[src/rtl/toggle_cmd_gen_pkg.sv]
// toggle_cmd_gen_pkg: command codes, state encodings and code mapping shared by generator and receiver benches
package toggle_cmd_gen_pkg;
  localparam logic [1:0] CMD_HOLD   = 2'b00;
  localparam logic [1:0] CMD_TOGGLE = 2'b01;
  localparam logic [1:0] CMD_ARM    = 2'b10;
  typedef enum logic [1:0] {
    ST_ARM    = 2'd0,
    ST_IDLE   = 2'd1,
    ST_TOGGLE = 2'd2,
    ST_GAP    = 2'd3
  } state_t;
  function automatic logic [1:0] cmd_of(state_t s);
    return s == ST_ARM ? CMD_ARM : s == ST_TOGGLE ? CMD_TOGGLE : CMD_HOLD;
  endfunction
endpackage

[src/rtl/toggle_cmd_gen_gap_timer.sv]
// gap_timer: loadable down-counter timing the HOLD cycles between toggles, zero flag ends the gap
module gap_timer #(
  parameter int GAP_CYCLES = 1
) (
  input  logic clk_i,
  input  logic reset_i,
  input  logic load_i,
  output logic zero_o
);
  localparam int W = $clog2(GAP_CYCLES + 1);
  logic [W-1:0] cnt_q;
  always_ff @(posedge clk_i) begin
    if (!reset_i) cnt_q <= '0;
    else if (load_i) cnt_q <= W'(GAP_CYCLES - 1);
    else if (cnt_q != '0) cnt_q <= cnt_q - W'(1);
  end
  assign zero_o = cnt_q == '0;
endmodule

[src/rtl/toggle_cmd_gen.sv]
// toggle_cmd_gen: drives the 2-bit toggle-command stream and tracks the receiver level locally
module toggle_cmd_gen
  import toggle_cmd_gen_pkg::*;
#(
  parameter int CNT_W      = 4,
  parameter int GAP_CYCLES = 1
) (
  input  logic             clk_i,
  input  logic             reset_i,
  input  logic             rearm_i,
  input  logic             req_valid_i,
  input  logic [CNT_W-1:0] req_count_i,
  output logic             req_ready_o,
  output logic [1:0]       a_o,
  output logic             shadow_out_o,
  output logic             busy_o,
  output logic             done_o
);
  state_t state_q, state_d;
  logic [1:0] a_q;
  logic shadow_q, ready_q, busy_q, done_q, done_d, gap_zero;
  logic [CNT_W-1:0] rem_q, rem_d;
  always_comb begin
    state_d = state_q;
    case (state_q)
      // a_q still HOLD means ARM was entered from reset and 10 has not gone out yet
      ST_ARM:    state_d = a_q == CMD_ARM ? ST_IDLE : ST_ARM;
      ST_IDLE:   state_d = rearm_i ? ST_ARM : (req_valid_i && req_count_i != '0) ? ST_TOGGLE : ST_IDLE;
      ST_TOGGLE: state_d = rearm_i ? ST_ARM : rem_q == '0 ? ST_IDLE : GAP_CYCLES == 0 ? ST_TOGGLE : ST_GAP;
      ST_GAP:    state_d = rearm_i ? ST_ARM : gap_zero ? ST_TOGGLE : ST_GAP;
      default:   state_d = ST_ARM;
    endcase
    rem_d  = state_d == ST_ARM ? '0 :
             state_d == ST_TOGGLE ? (state_q == ST_IDLE ? req_count_i : rem_q) - CNT_W'(1) : rem_q;
    done_d = state_d == ST_IDLE && (state_q != ST_IDLE || (req_valid_i && !rearm_i));
  end
  generate
    if (GAP_CYCLES > 0) begin : g_gap
      logic gap_load;
      assign gap_load = state_d == ST_GAP && state_q != ST_GAP;
      gap_timer #(.GAP_CYCLES(GAP_CYCLES)) u_gap (
        .clk_i  (clk_i),
        .reset_i(reset_i),
        .load_i (gap_load),
        .zero_o (gap_zero)
      );
    end else begin : g_nogap
      assign gap_zero = 1'b1;
    end
  endgenerate
  always_ff @(posedge clk_i) begin
    if (!reset_i) begin
      state_q  <= ST_ARM;
      a_q      <= CMD_HOLD;
      shadow_q <= 1'b0;
      ready_q  <= 1'b0;
      busy_q   <= 1'b1;
      done_q   <= 1'b0;
      rem_q    <= '0;
    end else begin
      state_q  <= state_d;
      a_q      <= cmd_of(state_d);
      shadow_q <= state_d == ST_ARM ? 1'b0 : shadow_q ^ (state_d == ST_TOGGLE);
      ready_q  <= state_d == ST_IDLE;
      busy_q   <= state_d != ST_IDLE;
      done_q   <= done_d;
      rem_q    <= rem_d;
    end
  end
  assign req_ready_o  = ready_q;
  assign a_o          = a_q;
  assign shadow_out_o = shadow_q;
  assign busy_o       = busy_q;
  assign done_o       = done_q;
endmodule

[config.mk]
export PLATFORM = sky130hd
export DESIGN_NAME = toggle_cmd_gen
export DESIGN_NICKNAME = d
export VERILOG_FILES = /design/src/rtl/toggle_cmd_gen_pkg.sv /design/src/rtl/toggle_cmd_gen_gap_timer.sv /design/src/rtl/toggle_cmd_gen.sv
export SDC_FILE = /design/constraint.sdc
export NUM_CORES = 1
export LEC_CHECK = 0
export CAP_MARGIN = 20
export CORE_MARGIN = 1
export CORE_UTILIZATION = 30
export DETAILED_ROUTE_END_ITERATION = 8
export HOLD_SLACK_MARGIN = 0.12
export PLACE_DENSITY = 0.63
export REMOVE_ABC_BUFFERS = 1
export SYNTH_ARGS = -nofsm -noshare
export SYNTH_HDL_FRONTEND = slang
export SYNTH_SLANG_ARGS = --single-unit
[constraint.sdc]
create_clock -name clk_i -period 2.1 [get_ports clk_i]
set_input_delay 0.525 -clock clk_i [delete_from_list [all_inputs] [get_ports clk_i]]
set_output_delay 0.525 -clock clk_i [all_outputs]
set_load 0.05 [all_outputs]
==> results.yml, run 1 <==
status:
  status: "finished, final reports clean"
detailed_routing:
  drtIter0Drc: 14
  avgRoutedWirePerCell_um: 12.4
  routed_wl_um: 1420
  via_per_inst: 4.86
  ant_nets: 0
  remaining_drc_errors: 0
  dr_total_vias: 554
  dr.pass1.iters: 4
timing:
  clock-skew-final_ns: 0.000742
  max_clock_freq_mhz: 506
  relSlewSlack_pct: 66.6
  tightest_slew_ns: 0.500
  tns_ns: 0
  report.final.setup_viol: 0
  hold_violations: 0
  finalCriticalPeriod_ns: 1.98
  period_share_pct: 94.1
  rsz0062_at_grt: "no"
  fin_hold_ws_ns: 0.532
  drv_slew: 0
global_route:
  grtUsageMet2_pct: 21.1
  grt_max_degree: 12
  grt_antenna_before_repair: 0
  grt_pass1_wl_um: 2220
  grt.met1_usage_pct: 13.7
  track_usage_pct: 12.5
  grt.met3_usage_pct: 5.03
  grt_pass1_vias: 518
  grt-ovfl-total: 0
  top_usage_layer: "met2"
setup_path:
  startpoint_type: "flop"
  critical-path-top-delay-family: "buffers and inverters"
  critical-path-max-stage-delay_ns: 0.82
  cp.arrival_ns: 1.45
  slowest_stage: "clkdlybuf4s50_1"
  path_class: "flop to output pin"
  cp_max_fo: 3
  end_kind: "output pin"
  crit_required_ns: 1.57
  worst-path-buf-inv: 1
  worstPathCellList: "clkdlybuf4s50_1"
logic_synthesis:
  yosys.area.top_type_share_pct: 39.7
  ys.flop_type: "dfxtp_1"
  yosys.area.top_type: "dfxtp_1"
  syn-cell-area_um2: 656
  ys_ff_latch: 13
  synth_edf_count: 0
  yosysMostFrequentCell: "dfxtp_1"
  synthTopCellsByArea: "dfxtp_1, o311ai_0, buf_6"
  syn_inst: 63
  yosysSeqAreaShare_pct: 39.7
  synth_area_per_cell_um2: 10.4
  synthDistinctLibCells: 32
  yosys_warnings: 0
  synth-async-reset-ratio_pct: 0
  synth.top_cells.by_count: "dfxtp_1, o311ai_0, buf_6, mux2i_1, o31ai_1"
power_and_ir_drop:
  p_per_area_nw_per_um2: 612
  peakVddDrop_mv: 0.286
  leakagePower_nw: 0.346
placement:
  gp_congestion: 0.738
  dpl_cell_area_um2: 871
  portBuffers: 13
  hpwl_um: 1050
layout:
  final_util_pct: 44.8
  nNetsFinal: 97
  fin_area_um2: 897
  drive_above_1_share_pct: 24.1
  insertedDiodeCount: 0
  num-fill-cells: 203
  area_delta_synth_final_pct: 36.8
clock_tree:
  cts_resized: 0
  cts_buffer_depth: 2
  cts_max_level: 1
  clock-root-buffer: "clkbuf_4"
  holdBufCountCts: 0
  clock-sinks: 13
  insertion_delay_ns: 0.27
  cts_setup_buffers: 0
  cts_made_buffers: 3
  clk_pin_slew_worst_paths_ns: 0.08
  cts_tree: "built"
die:
  initial_core_util_pct: 32.8
  die_h_um: 48.8
  die_area_um2: 2380
  die_w_um: 48.8
  io_pins: 14
  num_rows: 16
  core_um2: 2000
hold_path:
  hp-class: "flop to flop"
run:
  max_cap_viol_count: 0
## metal layers
| metal | routed length [µm] | part of all wire, % | vias up |
|---|---|---|---|
| met5 | 0 | 0 | - |
| met4 | 20 | 1.4 | 0 |
| met3 | 57 | 4.0 | 2 |
| met2 | 666 | 47 | 12 |
| met1 | 673 | 47 | 253 |
| li1 | - | - | 287 |
## cell usage in the layout, fill, tap and decap left out, types with 2 or more instances in the layout
cell type	instances
dfxtp_1	13
clkdlybuf4s50_1	13
nor2_1	2
a21oi_1	2
nand3_1	2
nor3_1	2
o41ai_1	2
buf_4	10
o21ai_0	2
o31ai_1	3
mux2i_1	3
xor2_1	2
o311ai_0	5
inv_1	2
nand2_1	2
clkbuf_4	3
## path summary, 6_finish.rpt
path | start | end | slack [ns] | cells after the start
worst max register to register | state_q[0]$_SDFF_PN0_ | rem_q[1]$_SDFFE_PP0P_ | 0.39 | 5
worst max-delay path | shadow_out_o$_SDFF_PP0_ | shadow_out_o | 0.12 | 1
worst min-delay path | rem_q[2]$_SDFFE_PP0P_ | rem_q[2]$_SDFFE_PP0P_ | 0.53 | 2
worst min register to register | rem_q[2]$_SDFFE_PP0P_ | rem_q[2]$_SDFFE_PP0P_ | 0.53 | 2
## cell families after synthesis
group                      synth area share (%)
muxes                                      4.58
adders and majority gates                  1.91
buffers and inverters                      7.82
xor gates and xnor gates                   2.67
other                                     0.572
and+or+nand+nor                            22.1
AOI/OAI and AO/OA                          20.6
DFF                                        39.7
## per-stage QoR
step	setup slack, ns	total power (W)	instances
2_1_floorplan	0.285	0.000340	59
3_3_place_gp	-0.113	0.000399	110
3_5_place_dp	-0.138	0.000401	110
4_1_cts	0.102	0.000552	114
5_1_grt	0.0618	0.000572	114
6_report	0.124	0.000549	114
## registers in the layout, indices dropped and copies added (netlist names)
name and count:
shadow_out_o 1, state_q 2, done_o 1, req_ready_o 1, g_gap.u_gap.cnt_q 1, busy_o 1
rem_q 4, a_o 2
## power by group
group	switching, W	internal, W	total, W
logic	0.0000709	0.0000611	0.000132
registers	0.00000550	0.000257	0.000263
clock network	0.0000808	0.0000736	0.000154
## final cells by class
type                            count  area, µm²  share of cell area [%]
Inverter                            2       7.51                   0.837
Timing Repair Buffer               24        225                    25.1
Tap cell                           27       33.8                    3.77
Clock buffer                        4       26.3                    2.93
Sequential cell                    13        260                    29.0
Multi-Input combinational cell     44        344                    38.4
Power figures use the tool's default switching activity.
==> inputs of run 2 (changes only) <==
--- a/config.mk
+++ b/config.mk
@@ -8,6 +8,7 @@
 export CAP_MARGIN = 20
 export CORE_MARGIN = 1
 export CORE_UTILIZATION = 30
+export CTS_BUF_LIST = sky130_fd_sc_hd__clkbuf_8 sky130_fd_sc_hd__clkbuf_16
 export DETAILED_ROUTE_END_ITERATION = 8
 export HOLD_SLACK_MARGIN = 0.12
 export PLACE_DENSITY = 0.63
==> constraint.sdc (replaced) <==
create_clock -name clk_i -period 2.2 [get_ports clk_i]
set_input_delay 0.55 -clock clk_i [delete_from_list [all_inputs] [get_ports clk_i]]
set_output_delay 0.55 -clock clk_i [all_outputs]
set_load 0.05 [all_outputs]
==> results.yml, run 2 (same netlist as run 1, synthesis figures left out) <==
setup_path:
  path_class: "primary input to flop"
  reg2reg_slack_ns: 0.55
  cp.arrival_ns: 2.21
  startpoint_type: "primary input"
  cp_max_fo: 11
  end_kind: "flop"
  r2r_cells: 5
  rr_startpoint: "state_q[0]$_SDFF_PN0_"
  worstReg2RegEnd: "rem_q[2]$_SDFFE_PP0P_"
  crit_required_ns: 2.38
power_and_ir_drop:
  switching_power_w: 0.000161
  internal-power_w: 0.000429
  combPwrFrac_pct: 21.5
  p_per_area_nw_per_um2: 644
  pwr-share-clk_pct: 35.9
  p_seq_share_pct: 42.5
  leakagePower_nw: 0.357
  sw_frac_of_total_pct: 27.3
  peakVddDrop_mv: 0.339
detailed_routing:
  dr_total_vias: 571
  ant_nets: 0
  dr.pass1.iters: 4
  avgRoutedWirePerCell_um: 12.7
  remaining_drc_errors: 0
  via_per_inst: 5.01
  drtIter0Drc: 6
  routed_wl_um: 1450
clock_tree:
  clock-sinks: 13
  cts_tree: "built"
  cts_made_buffers: 3
  insertion_delay_ns: 0.24
  cts_resized: 0
  cts_setup_buffers: 0
  cts_buffer_depth: 2
  cts_max_level: 1
  holdBufCountCts: 0
  clock-root-buffer: "clkbuf_8"
  clk_pin_slew_worst_paths_ns: 0.06
hold_path:
  min_path_cells: 2
  hp-class: "flop to flop"
  hp-start: "shadow_out_o$_SDFF_PP0_"
  hold_end: "shadow_out_o$_SDFF_PP0_"
global_route:
  grt_antenna_before_repair: 0
  grt_pass1_vias: 513
  track_usage_pct: 12.9
  grt_pass1_wl_um: 2280
  grt-ovfl-total: 0
  grt_max_degree: 12
timing:
  tightest_slew_ns: 0.500
  timing.final.ws_setup_ns: 0.176
  drv_slew: 0
  report.final.setup_viol: 0
  rsz0062_at_grt: "no"
  fin_hold_ws_ns: 0.531
  max_clock_freq_mhz: 494
  relSlewSlack_pct: 66.6
  hold_violations: 0
  finalCriticalPeriod_ns: 2.02
  period_share_pct: 92.0
  clock-skew-final_ns: 0.000517
die:
  io_pins: 14
  num_rows: 16
  core_um2: 2000
  die_w_um: 48.8
  die_h_um: 48.8
  initial_core_util_pct: 32.8
  die_area_um2: 2380
placement:
  dp_slack_ns: -0.0758
  gp_congestion: 0.757
  hpwl_um: 1080
  portBuffers: 13
layout:
  insertedDiodeCount: 0
  drive_above_1_share_pct: 25.3
  mostFrequentLayoutCells: "dfxtp_1, clkdlybuf4s50_1, buf_4, o311ai_0"
  top_register: "rem_q"
  area_delta_synth_final_pct: 39.9
  nNetsFinal: 97
  largest_reg_flops: 4
status:
  status: "finished, final reports clean"
run:
  max_cap_viol_count: 0
[run 2: stage by stage]
stage	cell area, µm²	total power [W]	TNS [ns]	util [%]	cells
2_1_floorplan	612	0.000324	0	-	59
3_3_place_gp	871	0.000381	-0.212	43.5	110
3_5_place_dp	871	0.000383	-0.394	43.5	110
4_1_cts	917	0.000595	0	45.8	114
5_1_grt	917	0.000618	0	45.8	114
6_report	917	0.000591	0	45.8	114
[run 2: layout make-up]
cell class                 instances  area, µm²
inverter                           2       7.51
timing repair buffer              24        225
clock inverter                     1       5.00
fill                             194       1080
clock buffer                       3       41.3
multi-input combinational         44        344
tap                               27       33.8
sequential                        13        260
[run 2: how the worst max path moves through the flow]
| stage | from | end | slack, ns |
|---|---|---|---|
| after global routing | req_count_i[0] | a_o[1]$_SDFF_PN0_ | 0.10 |
| after global placement | req_count_i[0] | req_ready_o$_SDFF_PN0_ | -0.03 |
| final | req_count_i[0] | done_o$_SDFF_PN0_ | 0.18 |
| after CTS | req_count_i[0] | a_o[1]$_SDFF_PN0_ | 0.17 |
| after detailed placement | req_count_i[0] | a_o[1]$_SDFF_PN0_ | -0.08 |
| after floorplan | a_o[1]$_SDFF_PN0_ | done_o$_SDFF_PN0_ | 0.39 |
[run 2: critical path: stages]
cell and delay, ns:
clkdlybuf4s50_1 0.42, or4_4 0.57, a31oi_1 0.18, a211o_1 0.17, buf_12 0.13, and4_1 0.19
[run 2: per-layer routing]
metal / routed length, µm / global-route usage [%]
met1: 723 / 15.5
met2: 642 / 19.4
met3: 54 / 4.09
met4: 29 / 8.82
met5: 0 / 0
[run 2: power by group through the flow]
stage	combinational, W	clock [W]	sequential (W)
floorplan	0.0000431	0	0.000281
global placement	0.000125	0	0.000256
detailed placement	0.000126	0	0.000257
CTS	0.000127	0.000216	0.000252
global route	0.000136	0.000230	0.000253
finish	0.000127	0.000212	0.000251
